--- config.mk ---
export PLATFORM = sky130hd
export DESIGN_NAME = uart_tx_gen_flat
export DESIGN_NICKNAME = d
export VERILOG_FILES = /design/src/rtl/uart_pkg.sv /design/src/rtl/uart_tx_gen_if.sv /design/src/rtl/uart_bit_timer.sv /design/src/rtl/uart_tx_gen.sv /design/src/flat_wrapper.sv
export SDC_FILE = /design/constraint.sdc
export NUM_CORES = 1
export LEC_CHECK = 0
export ABC_AREA = 1
export CORE_ASPECT_RATIO = 1.25
export CORE_MARGIN = 4
export CORE_UTILIZATION = 40
export CTS_CLUSTER_SIZE = 14
export DETAILED_ROUTE_END_ITERATION = 8
export GPL_TIMING_DRIVEN = 0
export PLACE_DENSITY_LB_ADDON = 0.12
export SLEW_MARGIN = 15
export SYNTH_ARGS = -nofsm -noshare
export SYNTH_HDL_FRONTEND = slang
export SYNTH_SLANG_ARGS = --single-unit
--- constraint.sdc ---
create_clock -name clk -period 3.2 [get_ports clk]
set_input_delay 0.96 -clock clk [delete_from_list [all_inputs] [get_ports clk]]
set_output_delay 0.96 -clock clk [all_outputs]
set_load 0.005 [all_outputs]
--- src/rtl/uart_pkg.sv ---
// Shared UART definitions: FSM state encodings and parity-mode constants.
package uart_pkg;

   typedef enum logic [2:0] {
      S_IDLE   = 3'd0,
      S_START  = 3'd1,
      S_DATA   = 3'd2,
      S_PARITY = 3'd3,
      S_STOP   = 3'd4
   } uart_state_t;

   localparam int unsigned PAR_NONE = 0;
   localparam int unsigned PAR_EVEN = 1;
   localparam int unsigned PAR_ODD  = 2;

endpackage

--- src/rtl/uart_tx_gen_if.sv ---
// Word handshake, serial line and frame status of the UART transmitter.
interface uart_tx_gen_if #(
   parameter int unsigned DATA_BITS = 8
);
   logic [DATA_BITS-1:0] data_in;
   logic                 valid_in;
   logic                 ready_out;
   logic                 data_out;
   logic                 busy;
   logic                 done;

   modport master (
      output data_in, valid_in,
      input  ready_out, data_out, busy, done
   );

   modport slave (
      input  data_in, valid_in,
      output ready_out, data_out, busy, done
   );
endinterface

--- src/rtl/uart_bit_timer.sv ---
// Bit-period timer: bit_end marks the last clock of each serial bit.
module uart_bit_timer #(
   parameter int unsigned CLKS_PER_BIT = 2
) (
   input  logic clk,
   input  logic rst,
   input  logic restart,
   output logic bit_end
);
   localparam int unsigned CNT_W = $clog2(CLKS_PER_BIT);

   logic [CNT_W-1:0] cnt;

   assign bit_end = (cnt == CNT_W'(CLKS_PER_BIT - 1));

   // Wraps to 0 at every bit boundary; held at 0 while restart is high.
   always_ff @(posedge clk or posedge rst) begin
      if (rst) begin
         cnt <= '0;
      end else if (restart || bit_end) begin
         cnt <= '0;
      end else begin
         cnt <= cnt + CNT_W'(1);
      end
   end
endmodule

--- src/rtl/uart_tx_gen.sv ---
// UART transmitter: one-entry holding register feeding a serial framing FSM.
// Parity support is compiled in only when UART_TX_GEN_PARITY_EN is defined.
module uart_tx_gen
   import uart_pkg::*;
#(
   parameter int unsigned DATA_BITS    = 8,
   parameter int unsigned CLKS_PER_BIT = 2,
   parameter int unsigned STOP_BITS    = 1,
   parameter int unsigned PARITY_MODE  = PAR_NONE
) (
   input  logic         clk,
   input  logic         rst,
   uart_tx_gen_if.slave bus
);
   localparam int unsigned IDX_W = $clog2(DATA_BITS);

   uart_state_t          state;
   logic [DATA_BITS-1:0] hold_data;
   logic                 hold_full;
   logic [DATA_BITS-1:0] shift;
   logic [IDX_W-1:0]     bit_idx;
   logic                 stop_idx;
   logic                 line;
   logic                 busy;
   logic                 frame_end;
   logic                 done;
   logic                 bit_end;
   logic                 restart_c;
   logic                 last_stop_c;
   logic                 load_c;
`ifdef UART_TX_GEN_PARITY_EN
   localparam bit PAR_ON = (PARITY_MODE == PAR_EVEN) || (PARITY_MODE == PAR_ODD);
   logic par_bit;
`endif

   assign bus.ready_out = ~hold_full & ~rst;
   assign bus.data_out  = line;
   assign bus.busy      = busy;
   assign bus.done      = done;

   assign restart_c   = (state == S_IDLE);
   assign last_stop_c = (stop_idx == 1'(STOP_BITS - 1));
   assign load_c      = hold_full &&
                        ((state == S_IDLE) ||
                         ((state == S_STOP) && bit_end && last_stop_c));

   uart_bit_timer #(
      .CLKS_PER_BIT (CLKS_PER_BIT)
   ) u_timer (
      .clk     (clk),
      .rst     (rst),
      .restart (restart_c),
      .bit_end (bit_end)
   );

   // Line, busy and done are registered from the current state, so they trail the FSM by one clock.
   always_ff @(posedge clk or posedge rst) begin
      if (rst) begin
         state     <= S_IDLE;
         hold_data <= '0;
         hold_full <= 1'b0;
         shift     <= '0;
         bit_idx   <= '0;
         stop_idx  <= 1'b0;
         line      <= 1'b1;
         busy      <= 1'b0;
         frame_end <= 1'b0;
         done      <= 1'b0;
`ifdef UART_TX_GEN_PARITY_EN
         par_bit   <= 1'b0;
`endif
      end else begin
         frame_end <= 1'b0;
         done      <= frame_end;

         if (bus.valid_in && !hold_full) begin
            hold_data <= bus.data_in;
            hold_full <= 1'b1;
         end

         if (load_c) begin
            shift     <= hold_data;
            hold_full <= 1'b0;
`ifdef UART_TX_GEN_PARITY_EN
            par_bit   <= (^hold_data) ^ (PARITY_MODE == PAR_ODD);
`endif
         end

         case (state)
            S_IDLE: begin
               line <= 1'b1;
               busy <= 1'b0;
               if (hold_full) state <= S_START;
            end
            S_START: begin
               line <= 1'b0;
               busy <= 1'b1;
               if (bit_end) state <= S_DATA;
            end
            S_DATA: begin
               line <= shift[0];
               busy <= 1'b1;
               if (bit_end) begin
                  shift   <= shift >> 1;
                  bit_idx <= bit_idx + IDX_W'(1);
                  if (bit_idx == IDX_W'(DATA_BITS - 1)) begin
                     bit_idx <= '0;
`ifdef UART_TX_GEN_PARITY_EN
                     state   <= PAR_ON ? S_PARITY : S_STOP;
`else
                     state   <= S_STOP;
`endif
                  end
               end
            end
`ifdef UART_TX_GEN_PARITY_EN
            S_PARITY: begin
               line <= par_bit;
               busy <= 1'b1;
               if (bit_end) state <= S_STOP;
            end
`endif
            S_STOP: begin
               line <= 1'b1;
               busy <= 1'b1;
               if (bit_end) begin
                  if (last_stop_c) begin
                     stop_idx  <= 1'b0;
                     frame_end <= 1'b1;
                     state     <= hold_full ? S_START : S_IDLE;
                  end else begin
                     stop_idx <= 1'b1;
                  end
               end
            end
            default: begin
               line  <= 1'b1;
               busy  <= 1'b0;
               state <= S_IDLE;
            end
         endcase
      end
   end
endmodule

--- src/flat_wrapper.sv ---
// flat-port wrapper written by rule: the top's interface ports become plain ports
module uart_tx_gen_flat import uart_pkg::*;
#(
   parameter int unsigned DATA_BITS    = 8,
   parameter int unsigned CLKS_PER_BIT = 2,
   parameter int unsigned STOP_BITS    = 1,
   parameter int unsigned PARITY_MODE  = PAR_NONE
)
  (clk, rst, bus_data_in, bus_valid_in, bus_ready_out, bus_data_out, bus_busy, bus_done);
  uart_tx_gen_if #(.DATA_BITS(DATA_BITS)) bus_i ();
  input  logic clk;
  input  logic rst;
  input wire logic [$bits(bus_i.data_in)-1:0] bus_data_in;
  input wire logic [$bits(bus_i.valid_in)-1:0] bus_valid_in;
  output wire logic [$bits(bus_i.ready_out)-1:0] bus_ready_out;
  output wire logic [$bits(bus_i.data_out)-1:0] bus_data_out;
  output wire logic [$bits(bus_i.busy)-1:0] bus_busy;
  output wire logic [$bits(bus_i.done)-1:0] bus_done;
  assign bus_i.data_in = bus_data_in;
  assign bus_i.valid_in = bus_valid_in;
  assign bus_ready_out = bus_i.ready_out;
  assign bus_data_out = bus_i.data_out;
  assign bus_busy = bus_i.busy;
  assign bus_done = bus_i.done;
  uart_tx_gen #(.DATA_BITS(DATA_BITS), .CLKS_PER_BIT(CLKS_PER_BIT), .STOP_BITS(STOP_BITS), .PARITY_MODE(PARITY_MODE)) u_core (.clk(clk), .rst(rst), .bus(bus_i));
endmodule
==> results of run 1 <==
==> worst max-delay path by stage <==
stage	start	to	slack, ps
after floorplan	rst	bus_ready_out	1180
after global placement	rst	bus_ready_out	280
after detailed placement	rst	bus_ready_out	270
after CTS	rst	bus_ready_out	260
after global routing	rst	bus_ready_out	190
final	rst	bus_ready_out	260
==> placed cells by master, fill, tap and decap left out, drive strengths merged, types with 2 or more instances in the layout <==
cell type and instances:
nand2 46, a21oi 8, clkdlybuf4s50 14, inv 23, buf 2, o21ai 5
nand3 14, nor2 16, clkbuf 4, ha 2, dfrtp 27
==> routing by layer <==
layer / global-route usage, % / vias to the layer above / routed length (µm)
met3: 1.60 / 7 / 57
met2: 19.7 / 11 / 1120
met4: 6.55 / 0 / 65
met1: 13.1 / 438 / 985
li1: - / 485 / -
met5: 0 / - / 0
==> where the power goes <==
group	leakage [nW]	switching, W	internal (W)	total, W
registers	0.330	0.0000843	0.000514	0.000598
clock network	0.0210	0.000104	0.0000697	0.000174
logic	0.481	0.000343	0.000228	0.000571
==> kinds of logic (layout without fill, tap and decap cells) <==
| family | Yosys count | in the layout | share of synthesized area, % |
|---|---|---|---|
| DFF | 28 | 28 | 53.6 |
| buffers and inverters | 26 | 44 | 8.31 |
| AOI/OAI and AO/OA | 14 | 14 | 5.83 |
| adders and majority gates | 2 | 2 | 1.91 |
| muxes | 1 | 1 | 0.860 |
| and+or+nand+nor | 76 | 76 | 29.5 |
==> worst max-delay path, cell delays in order <==
cell	delay, ps
clkdlybuf4s50_1	430
nor2_1	90
clkdlybuf4s50_1	500
==> cell type report <==
class / count / share of cell area [%]
inverter: 24 / 5.88
clock buffer: 4 / 2.37
sequential: 28 / 45.8
multi-input combinational: 93 / 32.6
buffer: 2 / 1.23
timing repair buffer: 14 / 9.15
tap: 36 / 2.94
==> sequential cells by signal, summed over array words and instances, names as in the netlist, 3 cells and up <==
| signal | count |
|---|---|
| u_core.hold_data | 8 |
| u_core.shift | 8 |
| u_core.bit_idx | 3 |
| u_core.state | 3 |
==> stage by stage <==
| stage | total power [W] | setup WS (ps) | cell area [µm²] |
|---|---|---|---|
| detailed placement | 0.00120 | 270 | 1500 |
| floorplan | 0.00104 | 1180 | 1310 |
| finish | 0.00134 | 260 | 1530 |
| CTS | 0.00137 | 264 | 1530 |
| global placement | 0.00117 | 277 | 1500 |
| global route | 0.00147 | 194 | 1530 |
==> flow_metrics.tcl, run 1 <==
set metrics [dict create \
    ys_ff_latch 28 \
    post_cts_resize_count 0 \
    cts_tree "done" \
    synth_warnings 0 \
    rows 22 \
    dp_cells 197 \
    fin_cells 201 \
    gp_congestion 0.738 \
    vias_per_cell 4.68 \
    skew_ps 2.44 \
    yosysSeqAreaShare_pct 53.6 \
    grt_max_degree 29 \
    clk_latency_ps 330 \
    final_util_pct 50.6 \
    hold_start "u_core.frame_end$_DFF_PP0_" \
    rsz0062_at_grt "false" \
    synth_largest_area_cell "dfrtp_1" \
    drt_wl_total_um 2220 \
    die_w_um 59.2 \
    grt.overflow.total 0 \
    antenna_found_initial 0 \
    core_area_um2 3030 \
    p_leak_nw 0.832 \
    drive_above_1_share_pct 15.8 \
    area_delta_synth_final_pct 16.9 \
    fin_crit_sh_pct 91.9 \
    dp_hpwl_um 1680 \
    start_util_pct 43.3 \
    synth_top_area_share_pct 51.6 \
    tns_ps 0 \
    holdPathStages 0 \
    grtUsageTotal_pct 11.4 \
    io_pins 15 \
    diodes 0 \
    fill_cells 290 \
    syn_inst 147 \
    worst-setup-path-type "in2out" \
    drv_slew 0 \
    post_cts_buffers 0 \
    ctsHtreeMaxLevel 1 \
    syn_nets 160 \
    dieArea_um2 4260 \
    whs_ps 367 \
    synth_commonest_cells "42 x nand2_1, 27 x dfrtp_1, 22 x inv_1" \
    drv_cap 0 \
    synth-async-reset-ratio_pct 100 \
    worst-r2r-cell-count 8 \
    yosys-top-cells-area "dfrtp_1 52%, nand2_1 12%, inv_1 6.3%" \
    clockRootBuffer "clkbuf_4" \
    multi_input_area_um2 499 \
    cts_buffers 3 \
    synth_area_um2 1310 \
    fmax_mhz 340 \
    final_hold_viol_count 0 \
    synth_edf_count 0 \
    min_to "u_core.bus.done$_DFF_PP0_" \
    worst_pin_slew_ps 991 \
    grt_pass1_vias 917 \
    setup_viol 0 \
    slew_headroom_pct 33.6 \
    r2r_end "u_core.state[2]$_DFFE_PP0P_" \
    worstPathRequired_ps 2240 \
    synth.most_common_cell "nand2_1" \
    power_density_nw_per_um2 877 \
    ys_types 21 \
    io_buffer_count 14 \
    crit_arrival_ps 1980 \
    end_kind "primary output" \
    path_clk_slew_ps 150 \
    status "completed" \
    cp-start-kind "input pin" \
    first_pass_iters 4 \
    nets 179 \
    syn_avg_cell_area_um2 8.91 \
    crit_fanout 2 \
    reg2reg_slack_ps 1820 \
    regArea_um2 702 \
    vias 941 \
    period_minus_slack_ps 2940 \
    grt_pass1_wl_um 3760 \
    clock_path_buffers 2 \
    postRouteAntennaNets 0 \
    post_drt_wl_per_cell_um 11.1 \
    cts.sinks 28 \
    drtIter0Drc 18 \
    rr_startpoint "u_core.bit_idx[0]$_DFFE_PP0P_" \
    hold_class "reg2reg" \
    hold_buffers 0 \
    drc 0 \
    yosys_most_used_dff "dfrtp_1" \
    die_height_um 72.0 \
    peakVddDrop_v 0.000395 \
]
No activity file was read; power rests on OpenSTA's default activity.
==> run 2, diff against run 1 <==
--- a/config.mk
+++ b/config.mk
@@ -8,7 +8,7 @@
 export ABC_AREA = 1
 export CORE_ASPECT_RATIO = 1.25
 export CORE_MARGIN = 4
-export CORE_UTILIZATION = 40
+export CORE_UTILIZATION = 49
 export CTS_CLUSTER_SIZE = 14
 export DETAILED_ROUTE_END_ITERATION = 8
 export GPL_TIMING_DRIVEN = 0
==> run 2 against run 1 <==
Power up 0.82%. First-iteration DRC count up 110%. Flip-flop and latch count unchanged. Clock power barely moved. Critical path depth unchanged. Utilization up 10 points. Combinational power up 2%.
==> flow_metrics.tcl, run 2 (same netlist as run 1, synthesis figures left out) <==
set metrics [dict create \
    nets 179 \
    swShare_pct 40.0 \
    grt_pass1_wl_um 4280 \
    diodes 0 \
    total_power_w 0.00135 \
    dr_wl_met2_um 1250 \
    drt_wl_total_um 2330 \
    p_sw_w 0.000541 \
    cts_tree "done" \
    core_area_um2 2500 \
    top_regs "u_core.hold_data: 8 flops, u_core.shift: 8 flops" \
    postRouteAntennaNets 0 \
    power_density_nw_per_um2 886 \
    end_kind "primary output" \
    grt_pass1_vias 972 \
    cts_buffers 3 \
    first_pass_iters 4 \
    wl_met1_um 982 \
    vias 958 \
    status "completed" \
    drc 0 \
    critical-path-max-stage-delay_ps 540 \
    comb_power_share_pct 43.0 \
    skew_ps 12.0 \
    peakVddDrop_v 0.000473 \
    worst_pin_slew_ps 983 \
    p_leak_nw 0.832 \
    tns_ps 0 \
    clockRootBuffer "clkbuf_4" \
    fin_crit_sh_pct 93.9 \
    layout_commonest_cell "nand2_1" \
    dp_hpwl_um 1740 \
    grt_max_degree 29 \
    path_clk_slew_ps 150 \
    rows 20 \
    hold_class "reg2reg" \
    vias_per_cell 4.84 \
    hold_buffers 0 \
    grtUsageTotal_pct 16.4 \
    placed_cell_area_um2 1490 \
    crit_family "buffers and inverters" \
    gp_congestion 0.748 \
    dieArea_um2 3570 \
    start_util_pct 52.3 \
    drv_cap 0 \
    whs_ps 373 \
    die_height_um 65.8 \
    drive_above_1_share_pct 15.8 \
    crit_top_cell "clkdlybuf4s50_1" \
    crit_arrival_ps 2040 \
    setup_viol 0 \
    post_cts_resize_count 0 \
    ctsHtreeMaxLevel 1 \
    p_int_w 0.000813 \
    period_minus_slack_ps 3000 \
    cp-start-kind "input pin" \
    rsz0062_at_grt "false" \
    io_pins 15 \
    fmax_mhz 333 \
    grt.overflow.total 0 \
    area_delta_synth_final_pct 16.6 \
    cp_num_buf_inv 2 \
    crit_fanout 2 \
    final_util_pct 61.1 \
    io_buffer_count 14 \
    crit_path_top_delay_cell "clkdlybuf4s50_1" \
    pwr-share-seq_pct 44.3 \
    fin_area_um2 1530 \
    worst-setup-path-type "in2out" \
    post_drt_wl_per_cell_um 11.8 \
    cts.sinks 28 \
    clk_latency_ps 330 \
    die_w_um 54.2 \
    clkPwrFrac_pct 12.7 \
    drv_slew 0 \
    highest_layer "met4" \
    dr_wl_met3_um 68 \
    final_cell_mix "42 x nand2_1, 27 x dfrtp_1, 21 x inv_1, 14 x clkdlybuf4s50_1, 12 x nor2_1" \
    slew_headroom_pct 34.1 \
    post_cts_buffers 0 \
    antenna_found_initial 0 \
    drtIter0Drc 38 \
    critical_path.cell_chain "clkdlybuf4s50_1 > nor2_1 > clkdlybuf4s50_1" \
    final_hold_viol_count 0 \
    worstPathRequired_ps 2240 \
    clock_path_buffers 2 \
]
[run 2: power by group through the flow]
stage          clock [W]  sequential (W)  combinational (W)
2_1_floorplan          0        0.000592           0.000447
3_3_place_gp           0        0.000603           0.000566
3_5_place_dp           0        0.000608           0.000590
4_1_cts         0.000180        0.000600           0.000593
5_1_grt         0.000195        0.000618           0.000682
6_report        0.000172        0.000600           0.000583
[run 2: per-layer routing]
layer	vias up	GRT usage, %
met5	-	0
met2	12	28.3
met3	4	2.03
met4	0	6.54
met1	456	19.9
li1	486	-
[run 2: final timing paths]
path	from	endpoint	slack (ps)	cells past startpoint
min reg2reg	u_core.frame_end$_DFF_PP0_	u_core.bus.done$_DFF_PP0_	370	0
max	rst	bus_ready_out	200	3
max reg2reg	u_core.bit_idx[0]$_DFFE_PP0P_	u_core.state[2]$_DFFE_PP0P_	1820	8
min	u_core.frame_end$_DFF_PP0_	u_core.bus.done$_DFF_PP0_	370	0
max in group asynchronous	rst	u_core.shift[2]$_DFF_PP0_	1690	2
min in group asynchronous	rst	u_core.hold_data[0]$_DFFE_PP0P_	1050	2
[run 2: metrics by stage]
step | worst slack, ps | cells
after detailed placement | 241 | 194
after global placement | 269 | 194
final | 197 | 198
after global routing | 163 | 198
after floorplan | 1180 | 147
after CTS | 194 | 198
[run 2: layout make-up]
cell class / count / area [µm²]
Tap cell: 33 / 41.3
Timing Repair Buffer: 14 / 140
Multi-Input combinational cell: 93 / 499
Fill cell: 237 / 975
Buffer: 2 / 18.8
Sequential cell: 28 / 702
Inverter: 24 / 90.1
Clock buffer: 4 / 36.3
==> run 3, diff against run 2 <==
--- a/config.mk
+++ b/config.mk
@@ -6,7 +6,7 @@
 export NUM_CORES = 1
 export LEC_CHECK = 0
 export ABC_AREA = 1
-export CORE_ASPECT_RATIO = 1.25
+export CORE_ASPECT_RATIO = 0.75
 export CORE_MARGIN = 4
 export CORE_UTILIZATION = 49
 export CTS_CLUSTER_SIZE = 14
==> run 3 against run 2 <==
Worst setup slack gained 75 ps. First-iteration DRC count grew 47%. Sequential share of layout area decreased by 0.52 points. Utilization increased by 2.8 points. Critical path depth unchanged. Power grew 3.8%. Global-route usage fell by 1.5 points. Cell area is 1.1% higher. Final cell count rose by 0.51%. Wire length fell by 3.6%. Critical path type unchanged. Count of clock-buffer cells in the layout is 1 lower. Register-to-register slack lost 50 ps.
==> flow_metrics.tcl, run 3 (same netlist as run 1, synthesis figures left out) <==
set metrics [dict create \
    end_kind "primary output" \
    grt_max_degree 29 \
    post_cts_buffers 0 \
    status "completed" \
    grt.overflow.total 0 \
    worstPathRequired_ps 2240 \
    critical_path.cell_chain "clkdlybuf4s50_1 > nor2_1 > clkdlybuf4s50_1" \
    fin_crit_sh_pct 91.5 \
    diodes 0 \
    antenna_found_initial 0 \
    slew_headroom_pct 31.1 \
    first_pass_iters 4 \
    grt_use_met2_pct 24.9 \
    clock_path_buffers 2 \
    drive_above_1_share_pct 15.8 \
    power_density_nw_per_um2 910 \
    crit_top_cell "clkdlybuf4s50_1" \
    hold_class "reg2reg" \
    nets 179 \
    busiest_layer "met2" \
    p_leak_nw 0.843 \
    peakVddDrop_v 0.000577 \
    crit_fanout 2 \
    dieArea_um2 3570 \
    layout_commonest_cell "nand2_1" \
    use_met1_pct 17.7 \
    drv_slew 0 \
    period_minus_slack_ps 2930 \
    rsz0062_at_grt "false" \
    area_delta_synth_final_pct 18.0 \
    globalRouteMet3Util_pct 5.15 \
    clk_latency_ps 330 \
    fmax_mhz 342 \
    vias 938 \
    pwr-share-seq_pct 42.7 \
    post_cts_resize_count 0 \
    crit_arrival_ps 1970 \
    postRouteAntennaNets 0 \
    fill_cells 203 \
    cts.sinks 28 \
    final_cell_mix "42 x nand2_1, 27 x dfrtp_1, 22 x inv_1, 14 x clkdlybuf4s50_1, 12 x nor2_1" \
    p_int_w 0.000870 \
    gp_congestion 0.728 \
    cts_tree "done" \
    grt_pass1_wl_um 3800 \
    regArea_um2 702 \
    hold_buffers 0 \
    vias_per_cell 4.71 \
    critical-path-max-stage-delay_ps 500 \
    clockRootBuffer "clkbuf_4" \
    worst-setup-path-type "in2out" \
    drt_wl_total_um 2250 \
    crit_family "buffers and inverters" \
    ctsHtreeMaxLevel 1 \
    io_buffer_count 14 \
    skew_ps 8.95 \
    drc 0 \
    crit_path_top_delay_cell "clkdlybuf4s50_1" \
    cp_num_buf_inv 2 \
    cp-start-kind "input pin" \
    top_regs "u_core.hold_data: 8 flops, u_core.shift: 8 flops" \
    swShare_pct 38.1 \
    die_w_um 67.7 \
    die_height_um 52.8 \
    comb_power_share_pct 41.1 \
    io_pins 15 \
    drtIter0Drc 56 \
    whs_ps 388 \
    grtUsageTotal_pct 14.9 \
    drv_cap 0 \
    grt_pass1_vias 861 \
    multi_input_area_um2 499 \
    core_area_um2 2420 \
    post_drt_wl_per_cell_um 11.3 \
    p_sw_w 0.000536 \
    worst_pin_slew_ps 1030 \
    final_hold_viol_count 0 \
    setup_viol 0 \
    start_util_pct 54.1 \
    clkPwrFrac_pct 16.2 \
    dp_hpwl_um 1690 \
    tns_ps 0 \
    path_clk_slew_ps 150 \
    rows 15 \
    cts_buffers 3 \
]
-- run 3: worst reg2reg max path, stage by stage (launching register included) --
cell and delay, ps:
dfrtp_1 450, ha_1 230, ha_1 190, inv_1 80, nand3_1 100, nand2_1 90, inv_1 60, nand3_1 80
nand2_1 50
-- run 3: final cells by class --
| cell class | count | area share [%] |
|---|---|---|
| multi-input combinational | 93 | 32.3 |
| timing repair buffer | 14 | 9.07 |
| tap | 34 | 2.75 |
| sequential | 28 | 45.4 |
| inverter | 24 | 5.83 |
| buffer | 2 | 1.21 |
| clock inverter | 1 | 1.94 |
| clock buffer | 3 | 1.46 |
-- run 3: worst paths after layout --
path / slack (ps) / end / cells after the start / startpoint
max: 270 / bus_ready_out / 3 / rst
min: 390 / u_core.bus.done$_DFF_PP0_ / 0 / u_core.frame_end$_DFF_PP0_
max reg2reg: 1770 / u_core.state[2]$_DFFE_PP0P_ / 8 / u_core.bit_idx[0]$_DFFE_PP0P_
min reg2reg: 390 / u_core.bus.done$_DFF_PP0_ / 0 / u_core.frame_end$_DFF_PP0_
max in group asynchronous: 1390 / u_core.hold_data[5]$_DFFE_PP0P_ / 2 / rst
min in group asynchronous: 1190 / u_core.hold_data[4]$_DFFE_PP0P_ / 2 / rst
-- run 3: power by group through the flow --
stage | Sequential [W] | Combinational [W] | Clock (W)
2_1_floorplan | 0.000592 | 0.000447 | 0
3_3_place_gp | 0.000600 | 0.000561 | 0
3_5_place_dp | 0.000610 | 0.000587 | 0
4_1_cts | 0.000601 | 0.000590 | 0.000238
5_1_grt | 0.000614 | 0.000662 | 0.000256
6_report | 0.000600 | 0.000578 | 0.000227
-- run 3: stage by stage --
step | instance area [µm²] | utilization [%] | std cells | power [W] | setup WS (ps)
2_1_floorplan | 1310 | - | 147 | 0.00104 | 1180
3_3_place_gp | 1490 | 61.7 | 195 | 0.00116 | 274
3_5_place_dp | 1490 | 61.7 | 195 | 0.00120 | 277
4_1_cts | 1550 | 63.8 | 199 | 0.00143 | 264
5_1_grt | 1550 | 63.8 | 199 | 0.00153 | 221
6_report | 1550 | 63.8 | 199 | 0.00141 | 272
-- run 3: metal layers --
layer	share of wire, %	routed length [µm]
met5	0	0
met4	0.85	19
met3	3.3	75
met2	47	1050
met1	49	1100
